--- src/rtl/board_mem_arbiter.sv ---
`default_nettype none
// ============================================================================
// Module   : board_mem_arbiter
// Purpose  : Shares the single-port, synchronous-read snake board RAM between
//            the VGA fetch path (strict priority) and the game engine, which
//            uses the idle cycles. On reset, or on a clear request, the whole
//            board is swept to INIT_VAL before arbitration resumes.
// Ports    : clk, reset                      - clock, async active-high reset
//            vga_re/vga_raddr                - VGA read request / address
//            vga_rdata/vga_rvalid            - VGA read return (1-cycle latency)
//            g_req/g_we/g_addr/g_wdata       - game access request
//            g_gnt                           - game access accepted this cycle
//            g_rdata/g_rvalid                - game read return (1-cycle latency)
//            g_starved                       - game request waited STARVE_LIMIT
//            clr_req                         - restart a full board clear
//            init_done                       - high once the clear has finished
//            mem_en/mem_we/mem_addr/mem_wdata/mem_rdata - board RAM port
// Revision : 1.0 - initial release
// ============================================================================
module board_mem_arbiter #(
  parameter int            AW           = 10,
  parameter int            DW           = 8,
  parameter logic [DW-1:0] INIT_VAL     = '0,
  parameter int            STARVE_LIMIT = 64
) (
  input  logic          clk,
  input  logic          reset,
  input  logic          vga_re,
  input  logic [AW-1:0] vga_raddr,
  output logic [DW-1:0] vga_rdata,
  output logic          vga_rvalid,
  input  logic          g_req,
  input  logic          g_we,
  input  logic [AW-1:0] g_addr,
  input  logic [DW-1:0] g_wdata,
  output logic          g_gnt,
  output logic [DW-1:0] g_rdata,
  output logic          g_rvalid,
  output logic          g_starved,
  input  logic          clr_req,
  output logic          init_done,
  output logic          mem_en,
  output logic          mem_we,
  output logic [AW-1:0] mem_addr,
  output logic [DW-1:0] mem_wdata,
  input  logic [DW-1:0] mem_rdata
);

  localparam int            WCW        = $clog2(STARVE_LIMIT + 1);
  localparam logic [WCW-1:0] STARVE_MAX = WCW'(STARVE_LIMIT);

  typedef enum logic {
    S_INIT = 1'b0,
    S_RUN  = 1'b1
  } state_t;

  // TAG_VGA_INIT marks a VGA read accepted during the clear: the RAM was busy
  // writing, so the return carries INIT_VAL instead of mem_rdata.
  typedef enum logic [1:0] {
    TAG_NONE     = 2'd0,
    TAG_VGA      = 2'd1,
    TAG_GAME     = 2'd2,
    TAG_VGA_INIT = 2'd3
  } tag_t;

  state_t         state;
  tag_t           tag;
  logic [AW-1:0]  clr_cnt;
  logic [WCW-1:0] wait_cnt;
  logic           run;

  assign run   = (state == S_RUN);
  assign g_gnt = run && !vga_re && g_req;

  // RAM port steering; enables are forced low while reset is held so no
  // write can slip out before the clear sweep formally begins.
  always_comb begin
    mem_en    = 1'b0;
    mem_we    = 1'b0;
    mem_addr  = '0;
    mem_wdata = '0;
    if (!run) begin
      mem_en    = 1'b1;
      mem_we    = 1'b1;
      mem_addr  = clr_cnt;
      mem_wdata = INIT_VAL;
    end else if (vga_re) begin
      mem_en   = 1'b1;
      mem_addr = vga_raddr;
    end else if (g_req) begin
      mem_en    = 1'b1;
      mem_we    = g_we;
      mem_addr  = g_addr;
      mem_wdata = g_wdata;
    end
    if (reset) begin
      mem_en = 1'b0;
      mem_we = 1'b0;
    end
  end

  always_ff @(posedge clk or posedge reset) begin
    if (reset) begin
      state    <= S_INIT;
      clr_cnt  <= '0;
      tag      <= TAG_NONE;
      wait_cnt <= '0;
    end else begin
      // Return tag for the access issued this cycle.
      if (run) begin
        if (vga_re)             tag <= TAG_VGA;
        else if (g_req && !g_we) tag <= TAG_GAME;
        else                    tag <= TAG_NONE;
      end else begin
        tag <= vga_re ? TAG_VGA_INIT : TAG_NONE;
      end

      // Starvation counter runs in both states; saturates at the limit.
      if (g_req && !g_gnt) begin
        if (wait_cnt != STARVE_MAX) wait_cnt <= wait_cnt + WCW'(1);
      end else begin
        wait_cnt <= '0;
      end

      case (state)
        S_INIT: begin
          if (clr_req) begin
            clr_cnt <= '0;
          end else begin
            // Wraps to zero on the last address, ready for the next clear.
            clr_cnt <= clr_cnt + AW'(1);
            if (&clr_cnt) state <= S_RUN;
          end
        end
        S_RUN: begin
          if (clr_req) begin
            state   <= S_INIT;
            clr_cnt <= '0;
          end
        end
        default: state <= S_INIT;
      endcase
    end
  end

  assign vga_rvalid = (tag == TAG_VGA) || (tag == TAG_VGA_INIT);
  assign vga_rdata  = (tag == TAG_VGA)      ? mem_rdata :
                      (tag == TAG_VGA_INIT) ? INIT_VAL  : '0;
  assign g_rvalid   = (tag == TAG_GAME);
  assign g_rdata    = g_rvalid ? mem_rdata : '0;
  assign g_starved  = (wait_cnt == STARVE_MAX);
  assign init_done  = run;

endmodule
`default_nettype wire

--- config.mk ---
export PLATFORM = sky130hd
export DESIGN_NAME = board_mem_arbiter
export DESIGN_NICKNAME = d
export VERILOG_FILES = /design/src/rtl/board_mem_arbiter.sv
export SDC_FILE = /design/constraint.sdc
export NUM_CORES = 1
export LEC_CHECK = 0
export ABC_AREA = 1
export CAP_MARGIN = 40
export CORE_MARGIN = 5
export CORE_UTILIZATION = 40
export DETAILED_ROUTE_END_ITERATION = 12
export DONT_BUFFER_PORTS = 1
export PLACE_DENSITY_LB_ADDON = 0.12
export SYNTH_ARGS = -nofsm -noshare
export SYNTH_HDL_FRONTEND = slang
export SYNTH_SLANG_ARGS = --single-unit
--- constraint.sdc ---
create_clock -name clk -period 2.1 [get_ports clk]
set_clock_uncertainty 0.15 [all_clocks]
set_input_delay 0.21 -clock clk [delete_from_list [all_inputs] [get_ports clk]]
set_output_delay 0.21 -clock clk [all_outputs]
set_load 0.1 [all_outputs]
# After elaboration in Yosys (flattened, before gate mapping)
# Index checks and enable logic that the tools add are counted.
dict set report totals {
  inputBits 42
  word_cells 52
  rom_bits 0
  memories 0
  ramBits 0
  latch_bits 0
  reg_bits 20
}
dict set report classes {
  mux 29
  bitwise 1
  eq_ne 7
  shift 0
  addsub 2
  order_cmp 0
  mul 0
  reduce_logical 9
  n_div 0
}
# operator n
set ops {}
lappend ops {{$mux 10} 5}
lappend ops {{$mux 8} 5}
lappend ops {{$pmux 10 s2} 1}
lappend ops {{$mux 7} 2}
lappend ops {{$mux 1} 11}
lappend ops {{$add 10x1->10 const B} 1}
lappend ops {{$reduce_and 10->1} 1}
lappend ops {{$mux 2} 4}
lappend ops {{$add 7x1->7 const B} 1}
lappend ops {{$eq 7x7->1 const B} 1}
lappend ops {{$ne 7x7->1 const B} 1}
lappend ops {{$eq 2x2->1 const B} 2}
lappend ops {{$logic_and 1x1->1} 4}
lappend ops {{$logic_not 1->1} 3}
lappend ops {{$eq 2x1->1 const B} 1}
lappend ops {{$ne 2x1->1 const B} 1}
lappend ops {{$ne 2x2->1 const B} 1}
lappend ops {{$pmux 1 s2} 1}
lappend ops {{$logic_or 1x1->1} 1}
lappend ops {{$not 1->1} 1}

# Logic depth before layout (Yosys ltp)
dict set report depth {
  word_depth 6
  mapped_depth 7
  mapped_depth_nobuf 7
}

# Worst setup path before layout
# OpenSTA, ideal clock, no wires.
dict set report synth_path {
  path_type {reg-to-output}
  startpoint {register tag[0]}
  endpoint {output g_rdata[0]}
  path_stages_with_launch 4
  path_buffers 0
  arrival_ns 3.404
  setup_slack_ns -1.664
  path_cell_list {dfrtp_1 nor2_1 inv_1 nor2_1}
}
dict set report synth_between {
  elab_chain_cells 2
}
# item line
set synth_lines {}
lappend synth_lines {{start, declared} 67} ;# tag_t tag;
lappend synth_lines {{start signal, assigned} 115} ;# tag <= vga_re ? TAG_VGA_INIT : TAG_NONE;
lappend synth_lines {{$eq 2x2->1} 149} ;# assign g_rvalid = (tag == TAG_GAME);
lappend synth_lines {{named net g_rvalid} 38} ;# output logic g_rvalid,
lappend synth_lines {{$mux 8} 150} ;# assign g_rdata = g_rvalid ? mem_rdata : '0;
lappend synth_lines {{end, declared} 37} ;# output logic [DW-1:0] g_rdata,
# The timed path passes the listed nets, and every way through them passes these cells.

# Worst setup path after layout
dict set report layout_path {
  startpoint {register state (netlist: init_done)}
  endpoint {output mem_addr[8]}
}
dict set report layout_between {
  elab_chain_cells 1
}
# item line
set layout_lines {}
lappend layout_lines {{start, declared} 66} ;# state_t state;
lappend layout_lines {{start signal, assigned} 104} ;# state <= S_INIT;
lappend layout_lines {{start signal, assigned} 132} ;# if (&clr_cnt) state <= S_RUN;
lappend layout_lines {{start signal, assigned} 137} ;# state <= S_INIT;
lappend layout_lines {{$mux 10} 82} ;# if (!run) begin
lappend layout_lines {{end, declared} 44} ;# output logic [AW-1:0] mem_addr,
# No other way between the ends.

==> impl_metrics.ini <==
[run_status]
status = finished, final reports clean

[sta]
setup_viol_count_final = 0
worst_slew_pin_slew_ns = 0.763
period_minus_slack_ns = 2.00
finalHoldViolations = 0
relSlewSlack = 0.491
fmax_mhz = 500
finalCritPeriodShare = 0.953
setup-tns-final_ns = 0
report.final.slew_viol_count = 0
rsz0062_at_grt = false
worst_hold_slack_ns = 0.00360

[global_routing]
grt_max_degree = 21
antenna_found_initial = 0
grt_pass1_wl_microns = 7570
grtUsageMet3 = 0.0391
overflow = 0
grt_pass1_vias = 1483
gr-usage-met1 = 0.249
grt.busiest_layer = met2
met2_usage = 0.322
track_usage = 0.190

[detailed_routing]
wl_per_cell_microns = 15.0
drtIter0Drc = 81
viasPerCell = 5.18
drc_errors = 0
num_vias = 1594
wl_microns = 4620
first_pass_iters = 4
ant_nets = 0

[die]
coreArea_sq_mm = 0.00336
rows = 21
die_y_microns = 69.2
dieArea_sq_mm = 0.00479
start_util = 0.417
io_pins = 83
dieWidth_microns = 69.2

[finish]
finish.utilization = 0.722
area_growth_pct = 73.1
seqCellArea_sq_um = 504
design_area_sq_mm = 0.00243
fillers = 250
drive_above_1_share = 0.344
multi_input_area_sq_um = 908
n_antenna_cell = 0
final_net_count = 308

[critical_path]
crit_arrival_ns = 1.64
critical-path-max-stage-delay_ns = 0.56
path_buf_inv = 2
slowest_stage = dfrtp_4
crit_family = flip-flops
critPathKind = flip-flop to primary output
crit_path_cell_trace = buf_4 > o211ai_1 > buf_16
startpoint_type = flip-flop
cp_max_fo = 13
crit_required_ns = 1.74
worstSetupEndpointType = primary output

[synthesis]
syn_inst = 215
netlist_area_sq_mm = 0.00140
ys_seq_elements = 20
synth_area_per_cell_sq_um = 6.52
ys_warn_count = 0
synthDistinctLibCells = 26
syn_nets = 260
ys_seq_area_frac = 0.357

[clocking]
htreeDepth = 1
numCtsBuffers = 3
clock_latency_ns = 0.31
cts_root_buf = clkbuf_4
cts_tree = done
cts.clk_slew.worst_paths_ns = 0.11
clock_sink_count = 20
clock_path_buffers = 2

[placement]
place_congestion = 0.864
hpwl_microns = 3810
io_buffers = 0
postPlaceCellArea_sq_mm = 0.00231

[hold_path]
hold_path_class = primary input to flip-flop

[pwr]
cellPowerDensity_mw_per_mm2 = 401
peakVddDrop_uv = 397
leakagePower_nw = 1.10
power_mw = 0.975

[run]
maxCapViolCount = 0
## repair_timing
action / 4_1_cts / 5_1_grt
hold buffers: 4 / 0
gates resized for setup: 2 / 0
pin swaps: 0 / 1
endpoints found under the hold margin: 25 / 0
setup endpoints to repair: 3 / 5
setup buffers: 0 / 5
## synthesized netlist by cell type, drive strengths merged
library cell	count	area (sq um)
nor2	43	166
buf	3	27.5
clkinv	2	7.51
nor3	3	15.0
nand4	2	12.5
inv	38	145
a31oi	1	6.26
o211ai	5	37.5
or2	1	6.26
ha	3	37.5
dfrtp	20	500
nand2	49	184
a21oi	12	71.3
nand3	24	138
o21ai	6	30.0
nand3b	1	7.51
clkbuf	1	3.75
o22ai	1	6.26
## report_power, final
| group | switching [mW] | total (mW) | internal, mW | leakage [nW] |
|---|---|---|---|---|
| Combinational | 0.241 | 0.336 | 0.0950 | 0.814 |
| Sequential | 0.0125 | 0.408 | 0.396 | 0.268 |
| Clock | 0.125 | 0.231 | 0.106 | 0.0210 |
## cell usage in the layout, fill, tap and decap left out
| cell | instances |
|---|---|
| clkbuf_4 | 3 |
| clkinv_1 | 1 |
| a21oi_4 | 1 |
| nand3b_1 | 1 |
| nor2_1 | 15 |
| o21ai_0 | 3 |
| nor3_1 | 3 |
| nand2_1 | 49 |
| buf_12 | 25 |
| o21ai_1 | 3 |
| inv_1 | 35 |
| a21oi_2 | 1 |
| clkbuf_8 | 1 |
| dfrtp_4 | 1 |
| o211ai_1 | 5 |
| inv_4 | 2 |
| nor2_2 | 15 |
| nor2_4 | 13 |
| inv_2 | 1 |
| nand3_2 | 1 |
| buf_4 | 13 |
| nand4_1 | 2 |
| or2_2 | 1 |
| dfrtp_1 | 19 |
| clkbuf_16 | 4 |
| buf_16 | 1 |
| clkinv_2 | 1 |
| a21oi_1 | 10 |
| ha_1 | 3 |
| nand3_4 | 5 |
| a31oi_2 | 1 |
| nand3_1 | 18 |
| dlygate4sd3_1 | 4 |
| o22ai_1 | 1 |
## state kept, by name, indices dropped and copies added (netlist names)
| signal | count |
|---|---|
| init_done | 1 |
| clr_cnt | 10 |
| tag | 2 |
| wait_cnt | 7 |
## metal layers
layer | vias up | wire [microns]
li1 | 772 | -
met1 | 747 | 2010
met2 | 71 | 2290
met3 | 4 | 293
met4 | 0 | 25
met5 | - | 0
## final cells by class
class | instances | share of cell area
timing repair buffer | 47 | 0.315
clock buffer | 4 | 0.0149
inverter | 40 | 0.0644
multi-input combinational | 151 | 0.374
sequential | 20 | 0.208
tap | 46 | 0.0237
## metrics by stage
step	instances	setup slack, ns
after CTS	303	0.0235
after global placement	295	0.353
after global routing	308	0.0480
after floorplan	215	-0.681
final	308	0.0986
after detailed placement	295	0.332
## logic make-up (layout without fill, tap and decap cells)
family / Yosys count / count (layout) / share of synthesized area
AO/OA/AOI/OAI: 25 / 25 / 0.108
flip-flops: 20 / 20 / 0.357
adder cells (fa/ha/maj): 3 / 3 / 0.0268
AND/OR/NAND/NOR: 123 / 123 / 0.377
buffers and inverters: 44 / 91 / 0.131
## final timing paths
path | startpoint | endpoint | slack [ns] | cells past startpoint
setup / recovery | init_done | mem_addr[8] | 0.1 | 3
hold / removal | vga_re | tag[1] | 0.004 | 2
setup reg to reg | init_done | clr_cnt[9] | 0.55 | 7
hold reg to reg | clr_cnt[7] | clr_cnt[7] | 0.41 | 2
max in group asynchronous | reset | init_done | 0.91 | 2
min in group asynchronous | reset | clr_cnt[9] | 0.33 | 2
(Power assumes the default switching activity.)
